<file path="src/rtl/hs_npu_act_feeder.sv">
// Activation feeder: accepts one vector per cycle and drives the MAC array's left edge with diagonal skew.
// Optional per-batch handshake counter (vec_count_o) when HS_NPU_FEEDER_STATS_EN is defined.
module hs_npu_act_feeder #(
  parameter int N      = 8,
  parameter int DATA_W = 16
) (
  input  logic                clk,
  input  logic                rst_n,
  input  logic                in_valid_i,
  output logic                in_ready_o,
  input  logic [N*DATA_W-1:0] in_data_i,
  input  logic                in_last_i,
  output logic [N*DATA_W-1:0] a_row_o,
  output logic [N-1:0]        a_valid_o,
  output logic                busy_o,
  output logic                done_o,
`ifdef HS_NPU_FEEDER_STATS_EN
  output logic [15:0]         vec_count_o,
`endif
  output logic [1:0]          dbg_state_o
);

  localparam int CW = $clog2(N) + 1;

  typedef enum logic [1:0] {
    S_IDLE   = 2'd0,
    S_STREAM = 2'd1,
    S_FLUSH  = 2'd2
  } state_e;

  state_e        state_q, state_d;
  logic [CW-1:0] cnt_q, cnt_d;
  logic          hs;

  // Handshake: a vector transfers on a rising edge where in_valid_i and in_ready_o
  // are both high; in_data_i/in_last_i matter only then; in_ready_o never depends on in_valid_i.
  assign in_ready_o  = (state_q != S_FLUSH);
  assign hs          = in_valid_i & in_ready_o;
  assign busy_o      = (state_q != S_IDLE);
  assign dbg_state_o = state_q;

  always_ff @(posedge clk or negedge rst_n) begin
    if (!rst_n) begin
      state_q <= S_IDLE;
      cnt_q   <= '0;
    end else begin
      state_q <= state_d;
      cnt_q   <= cnt_d;
    end
  end

  always_comb begin
    state_d = state_q;
    cnt_d   = cnt_q;
    done_o  = 1'b0;
    case (state_q)
      S_IDLE, S_STREAM: begin
        if (hs) begin
          if (in_last_i) begin
            state_d = S_FLUSH;
            cnt_d   = CW'(N - 1);
          end else begin
            state_d = S_STREAM;
          end
        end
      end
      S_FLUSH: begin
        // Counter reaches zero exactly when the last element sits in row N-1's final stage.
        if (cnt_q == '0) begin
          done_o  = 1'b1;
          state_d = S_IDLE;
        end else begin
          cnt_d = cnt_q - CW'(1);
        end
      end
      default: state_d = S_IDLE;
    endcase
  end

  for (genvar r = 0; r < N; r++) begin : g_row
    logic [DATA_W-1:0] d_q [0:r];
    logic [r:0]        v_q;

    always_ff @(posedge clk or negedge rst_n) begin
      if (!rst_n) begin
        v_q <= '0;
        for (int s = 0; s <= r; s++) d_q[s] <= '0;
      end else begin
        v_q[0] <= hs;
        d_q[0] <= hs ? in_data_i[r*DATA_W +: DATA_W] : '0;
        for (int s = 1; s <= r; s++) begin
          v_q[s] <= v_q[s-1];
          d_q[s] <= d_q[s-1];
        end
      end
    end

    assign a_row_o[r*DATA_W +: DATA_W] = d_q[r];
    assign a_valid_o[r]                = v_q[r];
  end

`ifdef HS_NPU_FEEDER_STATS_EN
  logic [15:0] vec_cnt_q;

  always_ff @(posedge clk or negedge rst_n) begin
    if (!rst_n) begin
      vec_cnt_q <= '0;
    end else if (done_o) begin
      vec_cnt_q <= '0;
    end else if (hs && (vec_cnt_q != 16'hFFFF)) begin
      vec_cnt_q <= vec_cnt_q + 16'd1;
    end
  end

  assign vec_count_o = vec_cnt_q;
`endif

endmodule

</file>
<file path="config.mk">
export PLATFORM = sky130hd
export DESIGN_NAME = hs_npu_act_feeder
export DESIGN_NICKNAME = d
export VERILOG_FILES = /design/src/rtl/hs_npu_act_feeder.sv
export SDC_FILE = /design/constraint.sdc
export NUM_CORES = 1
export LEC_CHECK = 0
export BUFFER_PORTS_ARGS = -buffer_cell sky130_fd_sc_hd__clkbuf_2
export CAP_MARGIN = 0
export CORE_MARGIN = 3
export CORE_UTILIZATION = 35
export DETAILED_ROUTE_END_ITERATION = 16
export PLACE_DENSITY = 0.59
export REMOVE_ABC_BUFFERS = 1
export SLEW_MARGIN = 15
export SYNTH_ARGS = -nofsm -noshare
export SYNTH_HDL_FRONTEND = slang
export SYNTH_SLANG_ARGS = --single-unit
</file>
<file path="constraint.sdc">
create_clock -name clk -period 1.3 [get_ports clk]
set_clock_uncertainty 0.2 [all_clocks]
set_input_delay 0.195 -clock clk [delete_from_list [all_inputs] [get_ports clk]]
set_output_delay 0.195 -clock clk [all_outputs]
set_load 0.01 [all_outputs]
</file>
==> flow_metrics.py, run 1 <==
metrics = {
    "outcome": {
        "status": "finished, violations left",
        "violations": "negative setup slack",
    },
    "clock_tree": {
        "clockRootBuffer": "clkbuf_16",
        "cts_tree": "done",
        "numCtsBuffers": 56,
        "clockBufferDepth": 3,
        "cts.htree.levels": 2,
        "cts_sinks": 590,
        "clock_latency_ns": 0.58,
        "clk_pin_slew_worst_paths_ns": 0.06,
    },
    "sta": {
        "max_freq_mhz": 501.3,
        "max_slew_margin_pct": 73.00,
        "hold_viol_final": 0,
        "tightest_slew_ns": 0.4051,
        "finalCritPeriodShare_pct": 153.4,
        "period_needed_ns": 1.995,
        "setup_viol": 275,
        "setup_ws_ns": -0.6947,
        "maxSlewViolCount": 0,
        "rsz0062_at_grt": "true",
    },
    "cells_and_area": {
        "drive_gt1_share_pct": 43.75,
        "nets": 1435,
        "final_cells": 1954,
        "utilization_pct": 49.70,
        "area_growth_pct": 39.30,
        "final.fill_count": 3796,
    },
    "worst_hold_path": {
        "hp-class": "in -> async",
    },
    "drt": {
        "first_pass_iters": 4,
        "drc_errors": 0,
        "ant_nets": 0,
        "detailroute.via_count": 8021,
        "wire_per_inst_um": 16.51,
        "highest_layer": "met5",
        "wl_met2_um": 16010,
        "drt_wl_total_um": 32260,
        "wl_met3_um": 2153,
        "viasPerCell": 4.105,
        "drtIter0Drc": 284,
        "wl_met1_um": 13180,
    },
    "logic_synthesis": {
        "yosysTopAreaCell": "dfrtp_1",
        "synth.area.mux_share_pct": 0.1793,
        "synth_ff_type": "dfrtp_1",
        "async_flop_share_pct": 100.0,
        "synth_compound_area_share_pct": 0.1046,
        "yosysTopAreaCellShare_pct": 88.13,
        "syn-cell-area_mm2": 0.01675,
        "ys_ff_latch": 590,
        "synth_cell_type_count": 24,
        "syn_inst": 887,
        "yosysMostFrequentCell": "dfrtp_1",
        "yosysSeqAreaShare_pct": 88.13,
        "synth-simple-area-share_pct": 5.422,
        "synth.area.top_cells": "dfrtp_1 (88%), buf_4 (5.3%), and3_1 (4.8%)",
        "synth_xor_area_share_pct": 0,
        "yosysWarnings": 0,
        "yosys-top-cells-count": "dfrtp_1 (590), and3_1 (128), buf_4 (119)",
        "synth_top_family_by_area": "buffers and inverters",
        "synth-adder-area-share_pct": 0.1494,
        "avgSynthCellArea_um2": 18.89,
        "synth-edff-count": 0,
    },
    "power_and_ir_drop": {
        "leakagePower_nw": 11.83,
        "seqPwrFrac_pct": 47.9,
        "power_frac_comb_pct": 17.1,
        "power_per_cell_area_mw_per_mm2": 1975,
        "swShare_pct": 23.22,
        "peakVddDrop_mv": 1.336,
        "internal_power_mw": 35.39,
        "pwr-share-clk_pct": 34.9,
        "p_switching_mw": 10.70,
        "p_total_mw": 46.09,
    },
    "setup_path": {
        "critPathLaunchType": "flop",
        "cp-end-kind": "output pin",
        "critPathArrivalTime_ns": 1.60,
        "cpPeakStageDelay_ns": 0.37,
        "critPathMaxFanout": 4,
        "reg2reg_from": "dbg_state_o[0]$_DFFE_PN0P_",
        "crit_chain": "and2b_2 > inv_4 > nor3_4 > buf_2",
        "reg2reg_slack_ns": -0.53,
        "r2r_end": "g_row[5].d_q[85]$_DFF_PN0_",
        "cp.required_ns": 0.90,
        "crit_slowest_cell": "dfrtp_1",
        "crit_type": "reg -> out",
        "rr_worst_depth": 8,
    },
    "placement": {
        "io_buffers": 272,
        "pre_cts_slack_ns": -0.2615,
        "dpl.hpwl_um": 18110,
        "globalplace.congestion": 0.7551,
        "dpl.cell_count": 1678,
    },
    "grt": {
        "grt_max_degree": 66,
        "grt_pass1_vias": 9135,
        "antenna_found_initial": 8,
        "grt_pass1_wl_um": 50950,
        "overflow": 0,
        "gr-usage-all-layers_pct": 13.14,
    },
    "die": {
        "num_rows": 79,
        "die_w_um": 224.8,
        "die_area_mm2": 0.05052,
        "core-area_mm2": 0.04695,
        "io_pins": 273,
        "initial_core_util_pct": 35.68,
        "fp.dieH_um": 224.8,
    },
    "run": {
        "cap_viol_max_count": 0,
    },
}
==> sequential cells by signal (all words and copies together), names as in the netlist <==
signal       count
g_row.v_q        8
cnt_q            4
g_row.d_q      464
dbg_state_o      2
a_row_o        112
==> kinds of logic after synthesis <==
kind of cell / count (synthesis)
DFF: 590
muxes: 3
and+or+nand+nor: 144
buffers and inverters: 145
AOI/OAI and AO/OA: 3
adders and majority gates: 2
==> power by group through the flow <==
stage	clock (mW)	sequential [mW]	combinational, mW
after floorplan	0	22.5	0.924
after global placement	0	22.3	3.82
after detailed placement	0	22.4	3.89
after CTS	16.7	22.1	8.01
after global routing	17.5	22.4	8.46
final	16.1	22.1	7.90
==> per-stage QoR <==
stage          setup TNS [ns]  instance area [um^2]  hold slack (ns)
6_report               -81.12                 23340          0.03727
5_1_grt                -96.84                 23340          0.01905
3_5_place_dp           -19.05                 18570          -0.1430
2_1_floorplan          -79.47                 15760          -0.3006
3_3_place_gp           -17.61                 18570          -0.1444
4_1_cts                -88.63                 23220          0.01527
==> layer usage <==
| layer | global-route usage, % | vias up |
|---|---|---|
| li1 | - | 3574 |
| met1 | 16.58 | 4140 |
| met2 | 21.38 | 220 |
| met3 | 4.516 | 77 |
| met4 | 4.511 | 10 |
| met5 | 0 | - |
==> timing repair <==
item	CTS	global route
cloned	16	0
hold endpoints to repair	725	0
buffers inserted	25	9
hold buffers	132	0
endpoints found under the setup margin	275	275
pin swaps	91	9
resized for setup	178	87
==> worst max path at each step <==
stage                          startpoint  endpoint
6_report       dbg_state_o[0]$_DFFE_PN0P_    done_o
3_3_place_gp   dbg_state_o[0]$_DFFE_PN0P_    done_o
2_1_floorplan  dbg_state_o[1]$_DFFE_PN0P_    done_o
3_5_place_dp         cnt_q[0]$_DFFE_PN0P_    done_o
4_1_cts              cnt_q[1]$_DFFE_PN0P_    done_o
5_1_grt        dbg_state_o[0]$_DFFE_PN0P_    done_o
==> cells in the final DEF, fill, tap and decap left out, types with 2 or more instances in the layout <==
cell type      Yosys  routed
buf_2              1       4
buf_12             0      30
clkinvlp_4         0       2
diode_2            0       3
buf_6              2      36
inv_6              0       3
nor2_1             3       3
buf_4            119      38
clkbuf_8           0      12
o21ai_1            2       2
mux2i_1            3       3
inv_2              1       2
bufinv_16          0       4
buf_16             0      14
dfrtp_1          590     590
clkbuf_16          0      57
buf_8              0       4
clkinv_4           0       2
clkbuf_1          19      17
and3_4             0     128
clkinv_2           0       4
nand2_1            2       2
clkbuf_2           0     239
dlygate4sd3_1      0     132
==> area by class of cell <==
type	count	area (um^2)	share of cell area (%)
antenna	3	7.507	0.03217
clock buffer	86	1655	7.093
clock inverter	15	198.9	0.8525
inverter	4	17.52	0.07506
multi-input combinational	152	1659	7.110
sequential	590	14760	63.27
tap	607	759.5	3.255
timing repair buffer	497	4274	18.32
==> worst max-delay path, delay by kind of cell, from the launching register on <==
family | cells | cell delay, ns
buffers and inverters | 2 | 0.23
DFF | 1 | 0.37
and+or+nand+nor | 2 | 0.42
Note: power is estimated with default switching activity, not from simulation.
==> run 2, diff against run 1 <==
--- a/config.mk
+++ b/config.mk
@@ -10,7 +10,7 @@
 export CORE_MARGIN = 3
 export CORE_UTILIZATION = 35
 export DETAILED_ROUTE_END_ITERATION = 16
-export PLACE_DENSITY = 0.59
+export PLACE_DENSITY = 0.57
 export REMOVE_ABC_BUFFERS = 1
 export SLEW_MARGIN = 15
 export SYNTH_ARGS = -nofsm -noshare
==> constraint.sdc (replaced) <==
create_clock -name clk -period 2 [get_ports clk]
set_clock_uncertainty 0.2 [all_clocks]
set_input_delay 0.3 -clock clk [delete_from_list [all_inputs] [get_ports clk]]
set_output_delay 0.3 -clock clk [all_outputs]
set_load 0.01 [all_outputs]
==> flow_metrics.py, run 2 (same netlist as run 1, synthesis figures left out) <==
metrics = {
    "outcome": {
        "status": "finished, violations left",
        "violations": "negative setup slack",
    },
    "setup_path": {
        "critPathMaxFanout": 2,
        "critPathArrivalTime_ns": 1.62,
        "cp.required_ns": 1.50,
        "cp-startpoint": "dbg_state_o[0]$_DFFE_PN0P_",
        "cpPeakStageDelay_ns": 0.38,
        "crit_family": "simple AND/OR/NAND/NOR gates",
        "critPathLaunchType": "flop",
        "crit_chain": "and2b_4 > inv_8 > nor3_4 > buf_2",
        "cp-end-kind": "output pin",
        "path_buf_inv": 2,
        "crit_type": "reg -> out",
        "crit_slowest_cell": "dfrtp_1",
        "reg2reg_from": "dbg_state_o[0]$_DFFE_PN0P_",
    },
    "drt": {
        "wire_per_inst_um": 15.05,
        "ant_nets": 0,
        "first_pass_iters": 4,
        "drt_wl_total_um": 28920,
        "detailroute.via_count": 7838,
        "drc_errors": 0,
        "viasPerCell": 4.080,
        "drtIter0Drc": 339,
    },
    "die": {
        "initial_core_util_pct": 35.68,
        "core-area_mm2": 0.04695,
        "fp.dieH_um": 224.8,
        "io_pins": 273,
        "num_rows": 79,
        "die_area_mm2": 0.05052,
        "die_w_um": 224.8,
    },
    "grt": {
        "antenna_found_initial": 0,
        "gr-usage-all-layers_pct": 11.73,
        "grt_pass1_wl_um": 46440,
        "overflow": 0,
        "grt_pass1_vias": 8532,
        "grt_max_degree": 83,
    },
    "clock_tree": {
        "numCtsBuffers": 59,
        "clock_latency_ns": 0.59,
        "clk_pin_slew_worst_paths_ns": 0.06,
        "cts_tree": "done",
        "cts.htree.levels": 2,
        "clockBufferDepth": 3,
        "clockRootBuffer": "clkbuf_16",
        "cts_sinks": 590,
    },
    "cells_and_area": {
        "largest_reg_flops": 464,
        "multi_input_area_mm2": 0.001015,
        "area_growth_pct": 30.81,
        "final.fill_count": 3916,
        "nets": 1401,
        "final_common_cell": "dfrtp_1",
        "final_cell_mix": "dfrtp_1 (589), clkbuf_2 (268), dlygate4sd3_1 (144), and3_1 (128), clkbuf_16 (60)",
        "drive_gt1_share_pct": 32.22,
        "layout.area.seq_mm2": 0.01477,
        "top_register": "g_row.d_q",
    },
    "power_and_ir_drop": {
        "peakVddDrop_mv": 0.9351,
        "leakagePower_nw": 11.63,
        "power_per_cell_area_mw_per_mm2": 1288,
    },
    "placement": {
        "globalplace.congestion": 0.7517,
        "io_buffers": 272,
        "dpl.hpwl_um": 17250,
        "pre_cts_slack_ns": 0.2568,
    },
    "sta": {
        "max_freq_mhz": 470.7,
        "period_needed_ns": 2.125,
        "tightest_slew_ns": 0.7810,
        "maxSlewViolCount": 0,
        "setup_ws_ns": -0.1246,
        "finalSetupTns_ns": -0.1913,
        "max_slew_margin_pct": 47.76,
        "setup_viol": 3,
        "rsz0062_at_grt": "true",
        "hold_viol_final": 0,
        "finalCritPeriodShare_pct": 106.2,
    },
    "run": {
        "cap_viol_max_count": 0,
    },
    "worst_hold_path": {
        "hp-class": "reg -> reg",
        "min_from": "g_row[4].d_q[20]$_DFF_PN0_",
    },
}
==> run 2: final cells by class <==
cell class | count | share of cell area, %
antenna | 1 | 0.01142
clock buffer | 89 | 8.171
clock inverter | 18 | 1.062
inverter | 4 | 0.1028
multi-input combinational | 152 | 4.631
sequential | 590 | 67.38
tap | 607 | 3.466
timing repair buffer | 459 | 15.15
timing repair inverter | 1 | 0.02855
==> run 2: per-stage QoR <==
step	cells	util, %	cell area (um^2)	hold slack, ns	power (mW)
after global routing	1920	46.67	21910	0.1446	29.61
after floorplan	746	-	15760	-0.1956	15.25
after global placement	1658	38.99	18310	0.03405	16.74
after detailed placement	1658	38.99	18310	0.03639	16.89
after CTS	1920	46.65	21900	0.1373	28.71
final	1921	46.67	21910	0.1372	28.23
==> run 2: timing repair <==
action                     CTS  global route
gates cloned                 1             0
hold buffers               144             0
buffers inserted            10             0
hold endpoints to repair   722             0
pin swaps                    2             2
setup endpoints to repair    2             3
gates resized for setup     12             4
==> run 2: worst paths after layout <==
kind / endpoint / slack (ns) / cells past startpoint
min in group asynchronous: g_row[7].d_q[47]$_DFF_PN0_ / 0.25 / 3
max reg2reg: g_row[0].d_q[10]$_DFF_PN0_ / 0.06 / 5
max in group asynchronous: g_row[7].d_q[29]$_DFF_PN0_ / 0.17 / 3
min: a_row_o[68]$_DFF_PN0_ / 0.14 / 0
max: done_o / -0.12 / 4
min reg2reg: a_row_o[68]$_DFF_PN0_ / 0.14 / 0
==> run 2: per-layer routing <==
layer	global-route usage [%]	routed length [um]
met5	0	6
met4	4.121	859
met3	3.981	2043
met2	18.50	13900
met1	15.31	12110
==> run 2: report_power, final <==
group	internal [mW]	switching (mW)	total (mW)	leakage (nW)
clock	6.70	4.35	11.1	0.991
combinational	1.29	1.55	2.83	2.87
sequential	13.8	0.539	14.3	7.77
total	21.8	6.44	28.2	11.6
==> run 3, diff against run 2 <==
==> constraint.sdc (replaced) <==
create_clock -name clk -period 2.6 [get_ports clk]
set_clock_uncertainty 0.2 [all_clocks]
set_input_delay 0.39 -clock clk [delete_from_list [all_inputs] [get_ports clk]]
set_output_delay 0.39 -clock clk [all_outputs]
set_load 0.01 [all_outputs]
==> flow_metrics.py, run 3 (same netlist as run 1, synthesis figures left out) <==
metrics = {
    "clock_tree": {
        "clockBufferDepth": 3,
        "numCtsBuffers": 58,
        "clock_latency_ns": 0.58,
        "postCtsSetupRepairBufs": 0,
        "cts_tree": "done",
        "clk_pin_slew_worst_paths_ns": 0.06,
        "clockRootBuffer": "clkbuf_16",
        "cts_hold_buf": 130,
        "cts_sinks": 590,
        "cts.htree.levels": 2,
        "cts-resized-gates": 0,
    },
    "setup_path": {
        "r2r_end": "g_row[5].d_q[84]$_DFF_PN0_",
        "cp-startpoint": "dbg_state_o[0]$_DFFE_PN0P_",
        "critPathArrivalTime_ns": 1.78,
        "cp-end-kind": "output pin",
        "crit_type": "reg -> out",
        "critPathMaxFanout": 40,
        "cpPeakStageDelay_ns": 0.40,
        "critPathLaunchType": "flop",
        "cp.required_ns": 2.01,
        "crit_end": "done_o",
        "reg2reg_from": "dbg_state_o[1]$_DFFE_PN0P_",
        "rr_worst_depth": 4,
        "crit_slowest_cell": "dfrtp_1",
        "reg2reg_slack_ns": 0.79,
        "crit_chain": "and2b_1 > inv_4 > nor3_1 > clkbuf_2",
    },
    "die": {
        "num_rows": 79,
        "die_w_um": 224.8,
        "core-area_mm2": 0.04695,
        "initial_core_util_pct": 35.68,
        "die_area_mm2": 0.05052,
        "fp.dieH_um": 224.8,
        "io_pins": 273,
    },
    "grt": {
        "grt_pass1_wl_um": 44970,
        "gr-usage-all-layers_pct": 11.36,
        "grt_pass1_vias": 8423,
        "grt_max_degree": 74,
        "antenna_found_initial": 1,
        "overflow": 0,
    },
    "sta": {
        "max_slew_margin_pct": 62.55,
        "max_freq_mhz": 422.6,
        "period_needed_ns": 2.366,
        "hold_viol_final": 0,
        "finalCritPeriodShare_pct": 91.01,
        "tightest_slew_ns": 0.5618,
        "rsz0062_at_grt": "false",
        "finalSetupTns_ns": 0,
        "maxSlewViolCount": 0,
        "setup_viol": 0,
    },
    "drt": {
        "highest_layer": "met5",
        "wire_per_inst_um": 14.77,
        "viasPerCell": 4.037,
        "wl_met1_um": 11850,
        "drt_wl_total_um": 27840,
        "drtIter0Drc": 385,
        "wl_met2_um": 12930,
        "drc_errors": 0,
        "first_pass_iters": 4,
        "detailroute.via_count": 7610,
        "wl_met3_um": 2051,
        "ant_nets": 0,
    },
    "placement": {
        "dpl.hpwl_um": 16530,
        "io_buffers": 272,
        "globalplace.congestion": 0.7425,
        "post_dp_cell_area_mm2": 0.01815,
    },
    "cells_and_area": {
        "largest_reg_flops": 464,
        "fin_area_mm2": 0.02147,
        "drive_gt1_share_pct": 30.88,
        "nets": 1363,
        "final_cell_mix": "dfrtp_1 (590), clkbuf_2 (270), dlygate4sd3_1 (130), and3_1 (128), clkbuf_16 (59)",
        "area_growth_pct": 28.16,
        "final_common_cell": "dfrtp_1",
        "top_register": "g_row.d_q",
    },
    "worst_hold_path": {
        "hp-class": "reg -> reg",
    },
    "outcome": {
        "status": "complete, no violations",
    },
    "power_and_ir_drop": {
        "power_per_cell_area_mw_per_mm2": 995.2,
        "peakVddDrop_mv": 0.4782,
        "leakagePower_nw": 11.41,
    },
    "run": {
        "cap_viol_max_count": 0,
    },
}
run 3: cell count changes in the layout (fill, tap and decap cells not counted), moves of 3 or more:
| cell | previous run | this run |
|---|---|---|
| buf_4 | 30 | 14 |
| dlygate4sd3_1 | 144 | 130 |
| clkbuf_8 | 18 | 8 |
| clkinv_2 | 5 | 15 |
| buf_12 | 14 | 8 |
| bufinv_16 | 4 | 8 |
| clkinvlp_4 | 3 | 0 |
run 3: layout make-up:
class,count,area [um^2]
Sequential cell,590,14760
Fill cell,3966,25480
Clock buffer,77,1624
Inverter,4,17.52
Tap cell,607,759.5
Antenna cell,2,5.005
Clock inverter,30,386.6
Multi-Input combinational cell,152,980.9
Timing Repair Buffer,423,2933
run 3: metrics by stage:
step	power (mW)	hold slack (ns)	worst slack (ns)	utilization, %	std cells
6_report	21.37	0.1335	0.2338	45.73	1885
2_1_floorplan	11.73	-0.1056	0.4331	-	746
3_3_place_gp	12.77	0.1312	0.8481	38.66	1646
3_5_place_dp	12.88	0.1347	0.7916	38.66	1646
5_1_grt	22.44	0.1327	0.07334	45.72	1884
4_1_cts	21.74	0.1056	0.1620	45.72	1883
run 3: power breakdown:
group	switching [mW]	leakage (nW)	internal [mW]	total (mW)
registers	0.416	7.77	10.6	11.0
clock network	3.34	1.00	5.20	8.54
logic	1.06	2.64	0.730	1.79
run 3: worst min-delay path by stage:
stage                                     from                    endpoint  slack (ns)  cells after the start
floorplan                                rst_n      a_row_o[100]$_DFF_PN0_       -0.11                      0
global placement    g_row[6].d_q[36]$_DFF_PN0_  g_row[6].d_q[20]$_DFF_PN0_        0.13                      0
detailed placement  g_row[7].d_q[18]$_DFF_PN0_      a_row_o[114]$_DFF_PN0_        0.13                      0
CTS                                 in_valid_i  g_row[3].d_q[60]$_DFF_PN0_        0.11                      2
global route        g_row[5].d_q[26]$_DFF_PN0_       a_row_o[90]$_DFF_PN0_        0.13                      0
finish              g_row[5].d_q[48]$_DFF_PN0_  g_row[5].d_q[32]$_DFF_PN0_        0.13                      0
run 3: routing by layer:
| layer | global-route usage [%] | vias to the layer above |
|---|---|---|
| li1 | - | 3407 |
| met4 | 5.372 | 2 |
| met5 | 0 | - |
| met3 | 3.811 | 65 |
| met2 | 17.49 | 223 |
| met1 | 14.63 | 3913 |
run 3: worst max-delay path: cells and delay by family, from the launching register on:
kind | cells | cell delay [ns]
buf+inv | 2 | 0.31
simple gates | 2 | 0.48
flops | 1 | 0.40
